[src/rtl/debug_glyph_scheduler.sv]
// Debug glyph scheduler: snapshots the debug values on each frame start and
// re-renders the entries that changed since their last render. Each glyph row
// is fetched from the font ROM over a req/ack handshake and written to the
// glyph buffer.
//
// Handshake: font_req rises in REQ and stays high, with font_code/font_row
// held stable, until a cycle in which font_ack is high. That cycle completes
// the transfer and font_bits is captured. font_ack is ignored while font_req
// is low.
module debug_glyph_scheduler #(
  parameter int SEQ_NUM    = 34,
  parameter int SEQ_DIGITS = 4,
  parameter int FONT_WIDTH = 8,
  parameter int SEQ_IDX_W  = 6
) (
  input  logic                           sys_clk,
  input  logic                           sys_rst_n,
  input  logic                           frame_start,
  input  logic [SEQ_NUM*4*SEQ_DIGITS-1:0] values,
  output logic                           font_req,
  output logic [3:0]                     font_code,
  output logic [2:0]                     font_row,
  input  logic                           font_ack,
  input  logic [FONT_WIDTH-1:0]          font_bits,
  output logic                           wr_en,
  output logic [SEQ_IDX_W-1:0]           wr_seq,
  output logic [2:0]                     wr_row,
  output logic [1:0]                     wr_digit,
  output logic [FONT_WIDTH-1:0]          wr_bits,
  output logic                           busy,
  output logic                           done,
  output logic                           overrun
);

  localparam int VW = 4 * SEQ_DIGITS;
  localparam logic [1:0]           LAST_DIGIT = 2'(SEQ_DIGITS - 1);
  localparam logic [2:0]           LAST_ROW   = 3'(FONT_WIDTH - 1);
  localparam logic [SEQ_IDX_W-1:0] LAST_IDX   = SEQ_IDX_W'(SEQ_NUM - 1);

  typedef enum logic [2:0] {
    S_IDLE,
    S_SCAN,
    S_REQ,
    S_WR,
    S_DONE
  } state_t;

  state_t                 state_q, state_d;
  logic [SEQ_IDX_W-1:0]   idx_q, idx_d;
  logic [2:0]             row_q, row_d;
  logic [1:0]             digit_q, digit_d;
  logic                   pending_q, pending_d;
  logic                   force_all_q, force_all_d;
  logic [FONT_WIDTH-1:0]  wr_bits_q, wr_bits_d;
  logic [VW-1:0]          snap_q [SEQ_NUM];
  logic [VW-1:0]          snap_d [SEQ_NUM];
  logic [VW-1:0]          shadow_q [SEQ_NUM];
  logic [VW-1:0]          shadow_d [SEQ_NUM];

  logic [VW-1:0]          cur_val;
  logic [3:0]             code_shift;
  logic [3:0]             cur_code;

  // State and datapath registers; reset aborts any pass and forces a full redraw.
  always_ff @(posedge sys_clk) begin
    if (!sys_rst_n) begin
      state_q     <= S_IDLE;
      idx_q       <= '0;
      row_q       <= '0;
      digit_q     <= '0;
      pending_q   <= 1'b0;
      force_all_q <= 1'b1;
      wr_bits_q   <= '0;
      for (int i = 0; i < SEQ_NUM; i++) begin
        snap_q[i]   <= '0;
        shadow_q[i] <= '0;
      end
    end else begin
      state_q     <= state_d;
      idx_q       <= idx_d;
      row_q       <= row_d;
      digit_q     <= digit_d;
      pending_q   <= pending_d;
      force_all_q <= force_all_d;
      wr_bits_q   <= wr_bits_d;
      snap_q      <= snap_d;
      shadow_q    <= shadow_d;
    end
  end

  // Next-state logic, pass sequencing and Moore outputs.
  always_comb begin
    state_d     = state_q;
    idx_d       = idx_q;
    row_d       = row_q;
    digit_d     = digit_q;
    pending_d   = pending_q;
    force_all_d = force_all_q;
    wr_bits_d   = wr_bits_q;
    snap_d      = snap_q;
    shadow_d    = shadow_q;
    font_req    = 1'b0;
    wr_en       = 1'b0;
    done        = 1'b0;
    overrun     = 1'b0;

    busy       = (state_q != S_IDLE);
    cur_val    = snap_q[idx_q];
    // Digit 0 is the most significant nibble.
    code_shift = {LAST_DIGIT - digit_q, 2'b00};
    cur_code   = cur_val[code_shift +: 4];

    // A frame start that arrives mid-pass is remembered once; a second is lost.
    if (busy && frame_start) begin
      if (pending_q) overrun = 1'b1;
      else           pending_d = 1'b1;
    end

    unique case (state_q)
      S_IDLE: begin
        if (frame_start || pending_q) begin
          for (int i = 0; i < SEQ_NUM; i++) snap_d[i] = values[i*VW +: VW];
          pending_d = 1'b0;
          idx_d     = '0;
          state_d   = S_SCAN;
        end
      end
      S_SCAN: begin
        if (force_all_q || (snap_q[idx_q] != shadow_q[idx_q])) begin
          row_d   = '0;
          digit_d = '0;
          state_d = S_REQ;
        end else if (idx_q == LAST_IDX) begin
          state_d = S_DONE;
        end else begin
          idx_d = idx_q + 1'b1;
        end
      end
      S_REQ: begin
        font_req = 1'b1;
        if (font_ack) begin
          wr_bits_d = font_bits;
          state_d   = S_WR;
        end
      end
      S_WR: begin
        wr_en = 1'b1;
        if (digit_q == LAST_DIGIT) begin
          digit_d = '0;
          if (row_q == LAST_ROW) begin
            shadow_d[idx_q] = snap_q[idx_q];
            if (idx_q == LAST_IDX) begin
              state_d = S_DONE;
            end else begin
              idx_d   = idx_q + 1'b1;
              state_d = S_SCAN;
            end
          end else begin
            row_d   = row_q + 1'b1;
            state_d = S_REQ;
          end
        end else begin
          digit_d = digit_q + 1'b1;
          state_d = S_REQ;
        end
      end
      S_DONE: begin
        done        = 1'b1;
        force_all_d = 1'b0;
        state_d     = S_IDLE;
      end
      default: state_d = S_IDLE;
    endcase
  end

  assign font_code = font_req ? cur_code : 4'h0;
  assign font_row  = row_q;
  assign wr_seq    = idx_q;
  assign wr_row    = row_q;
  assign wr_digit  = digit_q;
  assign wr_bits   = wr_bits_q;

endmodule

[config.mk]
export PLATFORM = sky130hd
export DESIGN_NAME = debug_glyph_scheduler
export DESIGN_NICKNAME = d
export VERILOG_FILES = /design/src/rtl/debug_glyph_scheduler.sv
export SDC_FILE = /design/constraint.sdc
export NUM_CORES = 2
export LEC_CHECK = 0
export BUFFER_PORTS_ARGS = -buffer_cell sky130_fd_sc_hd__buf_2
export CAP_MARGIN = 5
export CORE_ASPECT_RATIO = 0.9
export CORE_MARGIN = 3
export CORE_UTILIZATION = 35
export CTS_BUF_LIST = sky130_fd_sc_hd__clkbuf_8
export CTS_CLUSTER_SIZE = 28
export DETAILED_ROUTE_END_ITERATION = 12
export GPL_TIMING_DRIVEN = 0
export PLACE_DENSITY = 0.52
export SKIP_CTS_REPAIR_TIMING = 1
export SLEW_MARGIN = 20
export SYNTH_ARGS = -nofsm -noshare
export SYNTH_HDL_FRONTEND = slang
export SYNTH_SLANG_ARGS = --single-unit
[constraint.sdc]
create_clock -name sys_clk -period 4.15 [get_ports sys_clk]
set_clock_uncertainty 0.2 [all_clocks]
set_input_delay 0.2075 -clock sys_clk [delete_from_list [all_inputs] [get_ports sys_clk]]
set_output_delay 0.2075 -clock sys_clk [all_outputs]
set_load 0.02 [all_outputs]
==> metrics <==
status=finished with violations; failing checks=negative hold slack, negative setup slack; mapped cell area=between 0.04 and 0.05 mm²; die area=approximately 0.14 mm²; Final Power=around 28 mW; core area=~0.13 mm²; Slew headroom=0.0620; Routed wire per std cell=approximately 35 µm; # IOs=roughly 590; die extent in x=about 390 µm; Setup CP Type=reg -> out; main combinational cell family by area after synthesis=compound AO/OA/AOI/OAI gates; Placer Congestion=slightly above 1; final std cells w/o fill=approximately 9500; logic gate share of total power=0.208; Final WS setup=-1.11 ns; startpoint type of the worst setup path=flip-flop; xor/xnor share of the synthesized area=0.00260; RSZ-0062 raised after global routing=yes; total track usage=0.421; Placement Setup Slack=-4.20 ns; Bufs on Longest Clock Path=3; CTS Sinks=roughly 1100; worst min path class=in -> reg; Simple-Gate Fraction of Synth Area=0.165; measured slew at the worst slew-check pin=1.41 ns; post-synthesis area per instance=between 8 and 9 µm²; Final #Nets=slightly above 8000; die height=354 µm; CP arrival=4.86 ns; Sum Neg Setup Slack=-70.28 ns; clock period minus worst slack=5.26 ns; Routed WL=about 340000 µm; drt pass-1 iters=9; row cnt=127; compound-cell area share of the yosys netlist=0.218; area delta synth->final=52.2%; Setup-failing EPs final=between 700 and 800; crit share post-route=1.27; yosys warns=0; CP Max Fanout=12; commonest non-fill, non-tap cell in the layout=nand2_1; DP HPWL=roughly 220000 µm; Top FF cell, synth=dfxtp_1; Yosys reg bits=~1100; Slew Limit Fails=0; CTS tree=done; asr flop ratio synth=0; internal power=18.6 mW; sequential area share after synthesis=0.472; power per cell area=387 mW/mm²; adder-cell share of the synthesized area=0.00133; vias per inst=6.27; number of I/O port buffers=between 500 and 600; proportion of layout cells with a drive suffix above 1=0.216; gr ovfl total=0; post-placement cell count=~8000; DRC=0; Worst-path clk slew=approximately 0.070 ns; Syn Nets=6123; vias in the first global route=approximately 48000; initial antenna violation count=between 50 and 60; clock power share=0.370; H-tree levels=4; Reg power frac=0.422; Max-cap violations=0; CTS root buf=clkbuf_8; post-synthesis mux area share=0.0891; DRT iter0 DRCs=approximately 9700; CP required=approximately 3.7 ns; Final Hold Viols=1; Sw Ratio=0.330; Cells after Synth=approximately 5600; Starting Density=0.354; global-route wire length before repair=~400000 µm; Yosys cell types=73; Max Freq=between 150 and 200 MHz; largest net degree at the start of global routing=17; cts bufs inserted=between 150 and 200; clk_lat worst skew=0.96 ns; Post-synth EDFFs=0; sw power=9.17 mW; Max VDD drop=0.347 mV; CP Capture Type=output port; Hold WS=-0.00225 ns; most frequent cells in the layout=nand2_1, dfxtp_1, dlygate4sd3_1; via count=~60000; post-route antenna net violation count=0; leakage=26.3 nW
[cell families (layout without fill, tap and decap cells)]
family	Yosys count	count (layout)
simple gates	1977	1977
other cells	0	53
buf+inv	575	2765
mux	307	307
fa+ha+maj	5	5
compound gates	1572	1572
flops	1112	1112
xor+xnor	14	14
[metal layers]
| layer | global-route usage | part of all wire |
|---|---|---|
| met1 | 0.540 | 0.36 |
| met3 | 0.154 | 0.15 |
| met2 | 0.593 | 0.40 |
| met4 | 0.265 | 0.091 |
| met5 | 0.0101 | 0.00087 |
[stage by stage]
step                utilization  area (µm²)
detailed placement        0.395       52700
finish                    0.538       71800
floorplan                     -       47200
global placement          0.392       52300
global route              0.537       71700
CTS                       0.423       56500
[flip-flops by register name, summed over array words and instances, names as in the netlist]
register / cells
shadow_q: 544
force_all_q: 1
wr_digit: 2
font_row: 3
snap_q: 544
state_q: 3
wr_bits: 8
wr_seq: 6
pending_q: 1
[worst paths after layout]
check | from | endpoint | slack (ns) | cells past startpoint
worst max-delay path | wr_seq[1] | font_code[1] | -1.11 | 16
worst min-delay path | values[47] | snap_q[511] | -0.002 | 4
worst max register to register | wr_seq[2] | wr_digit[0] | -0.94 | 21
worst min register to register | snap_q[61] | snap_q[61] | 0.25 | 2
[power groups by stage]
stage               combinational [mW]  sequential (mW)  clock, mW
global placement                  4.09             11.9          0
finish                            5.78             11.7       10.3
detailed placement                4.13             11.9          0
floorplan                         2.15             11.7          0
CTS                               4.14             11.7       10.2
global route                      5.90             11.7       10.6
[cells in the mapped netlist, types with 19 or more instances]
cell | n | area share
a22o_1 | 23 | 0.0043
o22ai_1 | 47 | 0.0062
a21oi_1 | 611 | 0.065
buf_1 | 39 | 0.0031
a221oi_1 | 97 | 0.018
nand2_1 | 1196 | 0.095
mux4_2 | 84 | 0.040
buf_4 | 22 | 0.0035
clkbuf_1 | 436 | 0.035
buf_2 | 52 | 0.0055
a22oi_1 | 69 | 0.011
o21ai_0 | 67 | 0.0071
dfxtp_1 | 1112 | 0.47
a211oi_1 | 555 | 0.088
buf_6 | 19 | 0.0045
mux2_2 | 61 | 0.015
nand3_1 | 26 | 0.0028
mux2i_1 | 159 | 0.034
nor2_1 | 648 | 0.052
[critical path, stage by stage (launching register included)]
cell and delay (ns):
dfxtp_4 0.36, buf_12 0.15, buf_16 0.16, buf_16 0.16, clkinvlp_4 0.07, buf_4 0.23, buf_8 0.24, buf_8 0.25
buf_12 0.24, mux2i_4 0.11, o22ai_4 0.40, nor2_2 0.11, o211a_1 0.17, buf_12 0.18, mux4_2 0.51, nor2_4 0.26
buf_6 0.17
[layout make-up]
cell class,instances,area (µm²)
clock buffer,232,3190
antenna,53,133
buffer,561,4210
fill,11872,61600
clock inverter,98,559
tap,1741,2180
inverter,7,33.8
sequential,1112,22300
timing repair buffer,1867,15800
multi-input combinational,3875,23400
No activity file was read; power rests on OpenSTA's default activity.
